`src/rtl/cia_serial_seq.sv`:
```
// cia_serial_seq: CIA serial port sequencer, TX byte FIFO -> SDR writes, SDR -> RX byte stream.
// Ports: phi2_up/dn strobes, s_* TX in, m_* RX out, sp_* register port, txmode, busy; RX via CIA_SERIAL_SEQ_RX_EN.
module cia_serial_seq #(
  parameter int DEPTH = 4
) (
  input  logic       clk,
  input  logic       res_n,
  input  logic       phi2_up,
  input  logic       phi2_dn,
  input  logic       mode_req,
  input  logic       s_valid,
  output logic       s_ready,
  input  logic [7:0] s_data,
  output logic       m_valid,
  input  logic       m_ready,
  output logic [7:0] m_data,
  output logic       txmode,
  output logic       sp_we,
  output logic [3:0] sp_addr,
  output logic [7:0] sp_data,
  input  logic [7:0] sp_regs,
  input  logic       sp_int,
  output logic       busy,
  output logic       rx_overrun
);
  localparam int AW = $clog2(DEPTH);
  localparam int CW = AW + 1;

  typedef enum logic [1:0] {IDLE, SWITCH, TX, RX} state_t;

  state_t        state;
  logic [7:0]    mem [DEPTH];
  logic [AW-1:0] wr_ptr;
  logic [AW-1:0] rd_ptr;
  logic [CW-1:0] count;
  logic [1:0]    outst;
  logic [1:0]    gap;
  logic          sw_cnt;
  logic          live;
  logic          full;
  logic          empty;
  logic          push;
  logic          pop;
  logic          wr_go;
  logic          wr_end;
  logic          int_s;
  logic          mreq;
  logic          go_sw;

`ifdef CIA_SERIAL_SEQ_RX_EN
  logic [1:0]    rx_sh;
  assign mreq = mode_req;
`else
  logic          unused_rx;
  assign mreq       = 1'b1;
  assign unused_rx  = ^{mode_req, m_ready, sp_regs};
  assign m_valid    = 1'b0;
  assign m_data     = 8'h00;
  assign rx_overrun = 1'b0;
`endif

  assign full    = (count == CW'(DEPTH));
  assign empty   = (count == '0);
  assign s_ready = live & ~full;
  assign push    = s_valid & s_ready;
  assign wr_end  = sp_we & phi2_dn;
  assign pop     = wr_end;
  assign int_s   = sp_int & phi2_dn;
  assign sp_addr = sp_we ? 4'hC : 4'h0;
  assign sp_data = sp_we ? mem[rd_ptr] : 8'h00;
  assign busy    = (state == SWITCH) |
                   (state == TX) | ~empty;

  // SDR holds one byte and SR another: at most two in flight,
  // and the SDR->SR transfer needs three strobes of quiet.
  assign wr_go = (state == TX) & phi2_up & ~sp_we &
                 ~empty & (outst != 2'd2) &
                 (gap == 2'd0);

  always_comb begin
    go_sw = 1'b0;
    unique case (state)
      IDLE:   go_sw = (mreq != txmode);
      SWITCH: go_sw = 1'b0;
      TX:     go_sw = ~mreq & empty &
                      (outst == 2'd0) & ~sp_we;
      RX:     go_sw = mreq;
    endcase
  end

  always_ff @(posedge clk or negedge res_n) begin
    if (!res_n) begin
      state  <= IDLE;
      txmode <= 1'b0;
      sp_we  <= 1'b0;
      live   <= 1'b0;
      wr_ptr <= '0;
      rd_ptr <= '0;
      count  <= '0;
      outst  <= '0;
      gap    <= '0;
      sw_cnt <= 1'b0;
      for (int i = 0; i < DEPTH; i++)
        mem[i] <= '0;
`ifdef CIA_SERIAL_SEQ_RX_EN
      m_valid    <= 1'b0;
      m_data     <= '0;
      rx_overrun <= 1'b0;
      rx_sh      <= '0;
`endif
    end else begin
      live <= 1'b1;

      if (push) begin
        mem[wr_ptr] <= s_data;
        wr_ptr      <= wr_ptr + 1'b1;
      end
      if (pop)
        rd_ptr <= rd_ptr + 1'b1;
      count <= count + CW'(push) - CW'(pop);

      if (wr_end)
        gap <= 2'd3;
      else if (phi2_dn && gap != 2'd0)
        gap <= gap - 2'd1;

      if (wr_go)
        sp_we <= 1'b1;
      else if (wr_end)
        sp_we <= 1'b0;

`ifdef CIA_SERIAL_SEQ_RX_EN
      if (m_valid && m_ready)
        m_valid <= 1'b0;
`endif

      unique case (state)
        IDLE: state <= txmode ? TX : RX;
        SWITCH: begin
          if (phi2_dn) begin
            if (sw_cnt)
              state <= txmode ? TX : RX;
            sw_cnt <= 1'b1;
          end
        end
        TX: begin
          // write end and interrupt together cancel out
          if (wr_end && !int_s)
            outst <= outst + 2'd1;
          else if (!wr_end && int_s && outst != 2'd0)
            outst <= outst - 2'd1;
        end
        RX: begin
`ifdef CIA_SERIAL_SEQ_RX_EN
          // SDR is valid two strobes after the interrupt
          if (phi2_dn) begin
            rx_sh <= {rx_sh[0], sp_int};
            if (rx_sh[1]) begin
              if (m_valid && !m_ready) begin
                rx_overrun <= 1'b1;
              end else begin
                m_data  <= sp_regs;
                m_valid <= 1'b1;
              end
            end
          end
`endif
        end
      endcase

      if (go_sw) begin
        state  <= SWITCH;
        txmode <= ~txmode;
        outst  <= '0;
        sw_cnt <= 1'b0;
`ifdef CIA_SERIAL_SEQ_RX_EN
        rx_overrun <= 1'b0;
        rx_sh      <= '0;
`endif
      end
    end
  end

endmodule
```
`config.mk`:
```
export PLATFORM = sky130hd
export DESIGN_NAME = cia_serial_seq
export DESIGN_NICKNAME = d
export VERILOG_FILES = /design/src/rtl/cia_serial_seq.sv
export SDC_FILE = /design/constraint.sdc
export NUM_CORES = 1
export LEC_CHECK = 0
export CELL_PAD_IN_SITES_DETAIL_PLACEMENT = 0
export CELL_PAD_IN_SITES_GLOBAL_PLACEMENT = 2
export CORE_MARGIN = 1.5
export CORE_UTILIZATION = 37
export DETAILED_ROUTE_END_ITERATION = 10
export PLACE_DENSITY_LB_ADDON = 0.3
export SYNTH_ARGS = -nofsm -noshare
export SYNTH_HDL_FRONTEND = slang
export SYNTH_SLANG_ARGS = --single-unit
```
`constraint.sdc`:
```
create_clock -name clk -period 4.11 [get_ports clk]
set_clock_uncertainty 0.15 [all_clocks]
set_input_delay 0.411 -clock clk [delete_from_list [all_inputs] [get_ports clk]]
set_output_delay 0.411 -clock clk [all_outputs]
set_load 0.02 [all_outputs]
```
==> results.ini, run 1 <==
[drt]
route.detailed.drc = 0
avgRoutedWirePerCell_um = 14.09
ant_nets = 0
initialDrtViolationCount = 57
vias_post_dr = 1490
first_pass_iters = 4
via_per_inst = 4.934
wl_um = 4255

[final_layout]
nets = 257
areaGrowthSynthToFinish_pct = 14.08
drive_gt1_frac = 0.2658
antennaDiodeCount = 0

[yosys]
mappedNetlistArea_mm2 = 0.002551
synth-seq-area-share = 0.4806
post-synth-top-count-cell = dfrtp_1
synth_top_flop_cell = dfrtp_1
ys_warn_count = 0
synth_top_area_cell = dfrtp_1
synth_area_leaders = dfrtp_1 48%, mux2_2 14%, mux4_2 7.1%
post_synth_inst_count = 197
async_flop_share = 1.000
synth_top_area_frac = 0.4806
synthTopCellsByCount = 49 x dfrtp_1, 32 x mux2_2, 14 x buf_4, 11 x ha_1, 10 x inv_1
netlist-cell-type-count = 38
synth.avg_cell_area_um2 = 12.95
yosys_register_bits = 49
synth_edf_count = 0

[timing]
worst-slew-pin-transition_ps = 632.7
fin_tns_setup_ps = 0
layout_min_cycle_time_ps = 2905
timing.fmax_mhz = 344.2
final_hold_viol_count = 0
min_period_over_period = 0.7068
finalMaxSlewViolations = 0
setup_viol = 0
holdWs_ps = 40.54
grt_setup_unrepaired = false
slew_margin_rel = 0.5782

[run_status]
outcome = finished clean

[grt]
global_route.usage.met1 = 0.1649
top_usage_layer = met2
grt_first_pass_wirelength_um = 7189
grtUsageMet3 = 0.03465
number_of_antenna_violations_at_the_first_check_in_global_routing = 0
vias_in_the_first_global_route = 1484
gr-usage-met2 = 0.2090
grt_overflow = 0
global_route.usage.total = 0.1262
grt_max_degree = 50

[clocking]
clock_path_buffers = 2
total_of_hold_buffers_inserted_after_clock_tree_synthesis = 0
post_cts.resized_instances = 0
postCtsSetupBuffers = 0
numCtsBuffers = 5
clkLatencyLatePin_ps = 300
tritoncts = done
clockRootBuffer = clkbuf_8
clock_tree.htree_level_count = 2
clock_sink_count = 49
clk_pin_slew_worst_setup_hold_paths_ps = 90

[power_and_ir_drop]
peakVddDrop_uv = 167.5
power_density_mw_per_mm2 = 640.2
overall_power_after_layout_uw = 1863
power_leakage_uw = 0.001274

[setup_path]
worstSetupPathType = reg2out
worstReg2RegEnd = count[2]
crit_path_end_kind = output pin
cp.required_ps = 3550
register_to_register_setup_slack_ps = 1750
start_kind = register
worstPathMaxFanout = 10
ff2ff_path_depth = 8
worst_ep_arrival_time_ps = 2340
r2r-start = count[1]

[die]
num_io_pins = 50
die_h_um = 86.04
floorplan.core_area_mm2 = 0.006719
dieArea_mm2 = 0.007402
die_w_um = 86.04
row_count = 30
initial_utilization = 0.3797

[worst_hold_path]
holdCritPathClass = in2async

[placement]
gpl.final_weighted_congestion = 0.6900
detailedPlacementHpwl_um = 2912
placement.io_buffers = 27

[flow_run]
max_cap_violations = 0

==> power by group <==
part | total, µW | switching, µW | internal [µW] | leakage [µW]
clock network | 284 | 163 | 121 | 0.0000445
registers | 863 | 170 | 694 | 0.000591
logic | 716 | 267 | 449 | 0.000639
==> cells by family (layout without fill, tap and decap cells) <==
kind of cell             after synthesis  after routing  synth area share
AO/OA/AOI/OAI                         15             15           0.03482
XOR/XNOR                               7              7           0.02403
adder cells (fa/ha/maj)               12             12           0.06179
buffers and inverters                 32             46           0.07160
flip-flops                            49             49            0.4806
multiplexers                          42             42            0.2217
other                                  2             13          0.002944
AND/OR/NAND/NOR                       38             38            0.1025
==> layer usage <==
| layer | vias up | part of all wire |
|---|---|---|
| li1 | 707 | - |
| met1 | 746 | 0.46 |
| met2 | 32 | 0.49 |
| met3 | 5 | 0.035 |
| met4 | 0 | 0.013 |
| met5 | - | 0 |
==> cells in the final DEF, fill, tap and decap left out, types with 2 or more instances in the layout <==
| cell | instances |
|---|---|
| dfrtp_1 | 49 |
| xnor2_1 | 5 |
| mux4_2 | 8 |
| a21oi_1 | 8 |
| inv_1 | 10 |
| nand4b_1 | 2 |
| ha_1 | 11 |
| clkbuf_8 | 5 |
| nor2_1 | 2 |
| conb_1 | 13 |
| xor2_1 | 2 |
| and2_1 | 9 |
| nand2_1 | 5 |
| nand4_2 | 4 |
| o21ai_0 | 2 |
| mux2_2 | 32 |
| nand2b_1 | 6 |
| clkdlybuf4s50_1 | 26 |
| a31oi_1 | 2 |
==> final cells by class <==
class                   count  area (µm²)
fillers                   611        3809
flip-flops and latches     49        1226
multi-input cells         127        1184
repair buffers             28       272.8
well taps                  80       100.1
clock buffers               5       68.82
inverters                  10       37.54
clock inverters             3       21.27
==> through the flow <==
step	setup WS, ps	utilization	cells	instance area (µm²)
detailed placement	1506	0.4197	294	2820
finish	1205	0.4331	302	2910
global route	1085	0.4331	302	2910
CTS	1165	0.4331	302	2910
global placement	1496	0.4197	294	2820
floorplan	1885	-	208	2592
==> critical path, cell delays in order (launching register included) <==
cell             delay, ps
dfrtp_1                750
mux4_2                 570
and2_1                 180
clkdlybuf4s50_1        540
==> worst max path at each step <==
| stage | to | slack [ps] | start |
|---|---|---|---|
| global placement | sp_data[7] | 1500 | rd_ptr[0] |
| global route | sp_data[7] | 1080 | rd_ptr[0] |
| CTS | sp_data[7] | 1160 | rd_ptr[0] |
| floorplan | count[2] | 1880 | count[1] |
| detailed placement | count[2] | 1510 | s_valid |
| finish | sp_data[7] | 1200 | rd_ptr[0] |
==> flip-flops by register name, indices dropped and copies added, names as in the netlist <==
signal and count:
sw_cnt 1, wr_ptr 2, sp_we 1, txmode 1
state 2, mem 32, count 3, gap 2
live 1, rd_ptr 2, outst 2
(Power assumes the default switching activity.)
==> inputs of run 2 (changes only) <==
--- a/config.mk
+++ b/config.mk
@@ -8,7 +8,7 @@
 export CELL_PAD_IN_SITES_DETAIL_PLACEMENT = 0
 export CELL_PAD_IN_SITES_GLOBAL_PLACEMENT = 2
 export CORE_MARGIN = 1.5
-export CORE_UTILIZATION = 37
+export CORE_UTILIZATION = 31
 export DETAILED_ROUTE_END_ITERATION = 10
 export PLACE_DENSITY_LB_ADDON = 0.3
 export SYNTH_ARGS = -nofsm -noshare
==> constraint.sdc (replaced) <==
create_clock -name clk -period 2.6 [get_ports clk]
set_clock_uncertainty 0.15 [all_clocks]
set_input_delay 0.26 -clock clk [delete_from_list [all_inputs] [get_ports clk]]
set_output_delay 0.26 -clock clk [all_outputs]
set_load 0.02 [all_outputs]
==> run 2 against run 1 <==
Register-to-register slack got worse by 1300 ps. Largest cell class unchanged. Die area rose by 19%. Clock power rose by 94%.
==> results.ini, run 2 (synthesized netlist as in run 1, its figures left out) <==
[timing]
fin_tns_setup_ps = 0
min_period_over_period = 0.9544
worst-slew-pin-transition_ps = 630.7
slew_margin_rel = 0.5795
finalMaxSlewViolations = 0
final_hold_viol_count = 0
grt_setup_unrepaired = false
layout_min_cycle_time_ps = 2481
timing.fmax_mhz = 403.0
setup_viol = 0

[drt]
initialDrtViolationCount = 33
wl_um = 4590
via_per_inst = 4.506
ant_nets = 0
route.detailed.drc = 0
first_pass_iters = 4
avgRoutedWirePerCell_um = 13.83
vias_post_dr = 1496

[grt]
grt_first_pass_wirelength_um = 7438
vias_in_the_first_global_route = 1480
number_of_antenna_violations_at_the_first_check_in_global_routing = 0
global_route.usage.total = 0.1142
grt_overflow = 0
grt_max_degree = 50

[clocking]
clk_pin_slew_worst_setup_hold_paths_ps = 90
clkLatencyLatePin_ps = 300
clockRootBuffer = clkbuf_8
clock_sink_count = 49
numCtsBuffers = 5
postCtsSetupBuffers = 0
tritoncts = done
clock_tree.htree_level_count = 2
clock_path_buffers = 2

[final_layout]
postLayoutCoreUtil = 0.3855
mostFrequentLayoutCell = dfrtp_1
area_of_the_multi_input_gates_mm2 = 0.001184
fill_cells = 777
seq_area_mm2 = 0.001226
registers.top_by_ff_count = mem
layout_common_cells = 49 x dfrtp_1, 32 x mux2_2, 26 x clkdlybuf4s50_1, 13 x conb_1, 11 x ha_1
layout_top_registers = mem: 32 flops, count: 3 flops
nets = 265
antennaDiodeCount = 0
drive_gt1_frac = 0.2870
areaGrowthSynthToFinish_pct = 18.59
max_ffs_per_register = 32
finalNonFillerCells = 332

[setup_path]
worstSetupPathType = reg2out
crit_path_end_kind = output pin
critical-path-max-stage-delay_ps = 540
register_to_register_setup_slack_ps = 420
crit_end = sp_data[7]
worst_ep_arrival_time_ps = 2070
slowest_stage = mux4_2
worstReg2RegEnd = count[1]
start_kind = register
r2r-start = count[1]
worstPathMaxFanout = 9
worstPathCellList = buf_4, mux4_2, and2_1, clkdlybuf4s50_1
cp.required_ps = 2190
worst_setup_path_startpoint = rd_ptr[0]
ff2ff_path_depth = 7

[power_and_ir_drop]
power_density_mw_per_mm2 = 1029
peakVddDrop_uv = 350.7
power_leakage_uw = 0.001322

[placement]
placement.io_buffers = 27
detailedPlacementHpwl_um = 3104
gpl.final_weighted_congestion = 0.6749
post-place-cells = 323

[die]
num_io_pins = 50
die_w_um = 93.72
initial_utilization = 0.3251
floorplan.core_area_mm2 = 0.007848
die_h_um = 93.72
dieArea_mm2 = 0.008783
row_count = 32

[run_status]
outcome = finished clean

[flow_run]
max_cap_violations = 0

[worst_hold_path]
holdCritPathClass = reg2reg
hold_start = gap[0]

run 2: worst max-delay path: cells and delay by family (launching register included):
family,cells,cell delay (ps)
buffers and inverters,2,740
multiplexers,1,540
AND/OR/NAND/NOR,1,170
flip-flops,1,330
run 2: stage by stage:
step	power, µW	area (µm²)	hold slack [ps]	setup WS (ps)
floorplan	2231	2592	-185.6	374.8
global placement	2577	2900	267.6	341.0
detailed placement	2604	2900	266.6	307.8
CTS	3184	3025	338.1	58.99
global route	3332	3025	353.7	0.3004
finish	3112	3025	328.1	118.6
run 2: how the worst min path moves through the flow:
stage | endpoint | slack, ps | cells past startpoint
3_5_place_dp | txmode | 270 | 2
3_3_place_gp | txmode | 270 | 2
2_1_floorplan | count[0] | -190 | 0
4_1_cts | gap[0] | 340 | 1
6_report | gap[0] | 330 | 1
5_1_grt | gap[0] | 350 | 1
run 2: layer usage:
layer / vias to the layer above / track usage / part of all wire
met3: 6 / 0.02346 / 0.032
met4: 0 / 0.04851 / 0.019
met2: 27 / 0.1836 / 0.47
met1: 747 / 0.1494 / 0.48
li1: 716 / - / -
met5: - / 0 / 0
run 2: what timing repair did:
action,in CTS,in global routing
hold buffers,1,0
hold endpoints to repair,49,0
gates resized for setup,0,0
run 2: report_power, final:
part	total (µW)	switching, µW	leakage, µW	internal [µW]
clock	551	263	0.0000543	288
sequential	1300	201	0.000591	1100
combinational	1260	510	0.000677	753
total	3110	973	0.00132	2140
run 2: layout make-up:
type	instances	area share
inverter	10	0.01241
timing repair buffer	36	0.1108
tap	102	0.04218
sequential	49	0.4053
clock inverter	3	0.01530
clock buffer	5	0.02275
multi-input combinational	127	0.3912
==> inputs of run 3 (changes only) <==
--- a/config.mk
+++ b/config.mk
@@ -5,10 +5,8 @@
 export SDC_FILE = /design/constraint.sdc
 export NUM_CORES = 1
 export LEC_CHECK = 0
-export CELL_PAD_IN_SITES_DETAIL_PLACEMENT = 0
-export CELL_PAD_IN_SITES_GLOBAL_PLACEMENT = 2
 export CORE_MARGIN = 1.5
-export CORE_UTILIZATION = 31
+export CORE_UTILIZATION = 47
 export DETAILED_ROUTE_END_ITERATION = 10
 export PLACE_DENSITY_LB_ADDON = 0.3
 export SYNTH_ARGS = -nofsm -noshare
==> run 3 against run 2 <==
Wire length is 9.2% lower. Sequential power hardly changed. Final cell count is 9.3% lower. Highest routed layer unchanged. Clock power is 16% lower. Worst hold slack worse by 41 ps. Count of clock-buffer cells in the layout is 1 higher.
==> results.ini, run 3 (synthesized netlist as in run 1, its figures left out) <==
[run_status]
outcome = finished clean

[clocking]
clock_path_buffers = 2
postCtsSetupBuffers = 0
total_of_hold_buffers_inserted_after_clock_tree_synthesis = 1
tritoncts = done
clk_pin_slew_worst_setup_hold_paths_ps = 90
post_cts.resized_instances = 0
clock_sink_count = 49
clockRootBuffer = clkbuf_8
clkLatencyLatePin_ps = 300
clock_tree.htree_level_count = 2
numCtsBuffers = 5

[grt]
grt_overflow = 0
grt_max_degree = 23
number_of_antenna_violations_at_the_first_check_in_global_routing = 0
global_route.usage.total = 0.1624
grt_first_pass_wirelength_um = 7369
vias_in_the_first_global_route = 1538

[final_layout]
postLayoutCoreUtil = 0.5750
mostFrequentLayoutCell = dfrtp_1
nets = 266
areaGrowthSynthToFinish_pct = 16.58
layout_common_cells = 49 x dfrtp_1, 32 x mux2_2, 26 x clkdlybuf4s50_1, 13 x conb_1, 11 x ha_1
drive_gt1_frac = 0.2900
registers.top_by_ff_count = mem
max_ffs_per_register = 32
antennaDiodeCount = 0
fill_cells = 433
layout_top_registers = mem: 32 flops, count: 3 flops

[timing]
finalMaxSlewViolations = 0
timing.fmax_mhz = 408.6
min_period_over_period = 0.9412
final_hold_viol_count = 0
layout_min_cycle_time_ps = 2447
grt_setup_unrepaired = false
fin_tns_setup_ps = 0
setup_viol = 0

[drt]
avgRoutedWirePerCell_um = 13.84
first_pass_iters = 4
route.detailed.drc = 0
wl_um = 4166
initialDrtViolationCount = 85
vias_post_dr = 1497
ant_nets = 0
via_per_inst = 4.973

[power_and_ir_drop]
power_leakage_uw = 0.001324
peakVddDrop_uv = 458.4
power_density_mw_per_mm2 = 1018

[setup_path]
cp.required_ps = 2190
timing.critical_path.buf_inv = 2
critical-path-max-stage-delay_ps = 520
start_kind = register
worst-path-stages = 4
worstPathCellList = buf_4, mux4_2, and2_1, clkdlybuf4s50_1
crit_path_end_kind = output pin
critical-path-top-delay-family = buffers and inverters
worstSetupPathType = reg2out
ff2ff_path_depth = 8
worstPathMaxFanout = 5
slowest_stage = mux4_2
worst_ep_arrival_time_ps = 2040

[die]
row_count = 26
floorplan.core_area_mm2 = 0.005172
die_w_um = 76.68
initial_utilization = 0.4932
die_h_um = 76.68
dieArea_mm2 = 0.005879
num_io_pins = 50

[placement]
placement.io_buffers = 27
gpl.final_weighted_congestion = 0.7554
detailedPlacementHpwl_um = 3084

[flow_run]
max_cap_violations = 0

[worst_hold_path]
holdCritPathClass = in2async

-- run 3: cell count changes in the layout (fill, tap and decap cells not counted), sizes merged --
cell,change
buf,+1
clkbuf,+1
clkinvlp,-1
clkinv,+1
bufinv,-1
-- run 3: final cells by class --
cell class	instances	area [µm²]	area share
flip-flops and latches	49	1226	0.4123
well taps	70	87.58	0.02945
repair buffers	37	342.8	0.1153
clock inverters	2	13.76	0.004628
clock buffers	6	82.58	0.02777
multi-input cells	127	1184	0.3980
inverters	10	37.54	0.01262
-- run 3: worst paths after layout --
check	endpoint	start	slack (ps)
setup reg to reg	count[2]	count[1]	380
min in group clk	gap[0]	gap[0]	340
setup / recovery	sp_data[2]	rd_ptr[0]	150
hold reg to reg	gap[0]	gap[0]	340
hold / removal	rd_ptr[0]	res_n	290
max in group asynchronous	state[1]	res_n	1450
-- run 3: power breakdown --
group	leakage [µW]	switching, µW	internal (µW)	total (µW)
combinational	0.000682	509	754	1260
clock	0.0000512	249	216	465
sequential	0.000591	200	1100	1300
total	0.00132	958	2070	3030
-- run 3: per-stage QoR --
step | total power, µW | instance area [µm²] | instances | hold slack (ps) | setup slack (ps)
floorplan | 2231 | 2592 | 208 | -185.6 | 374.8
detailed placement | 2595 | 2868 | 292 | 95.13 | 316.3
finish | 3026 | 2974 | 301 | 287.3 | 152.8
global placement | 2547 | 2868 | 292 | 96.88 | 342.5
CTS | 3067 | 2974 | 301 | 291.4 | 127.2
global route | 3261 | 2974 | 301 | 335.5 | 64.48
-- run 3: metal layers --
layer | wire length, µm | up-vias | share of wire | GRT usage
met5 | 0 | - | 0 | 0
met4 | 64 | 0 | 0.015 | 0.06111
met3 | 133 | 4 | 0.032 | 0.03452
met2 | 2036 | 33 | 0.49 | 0.2593
met1 | 1931 | 738 | 0.46 | 0.2180
li1 | - | 722 | - | -
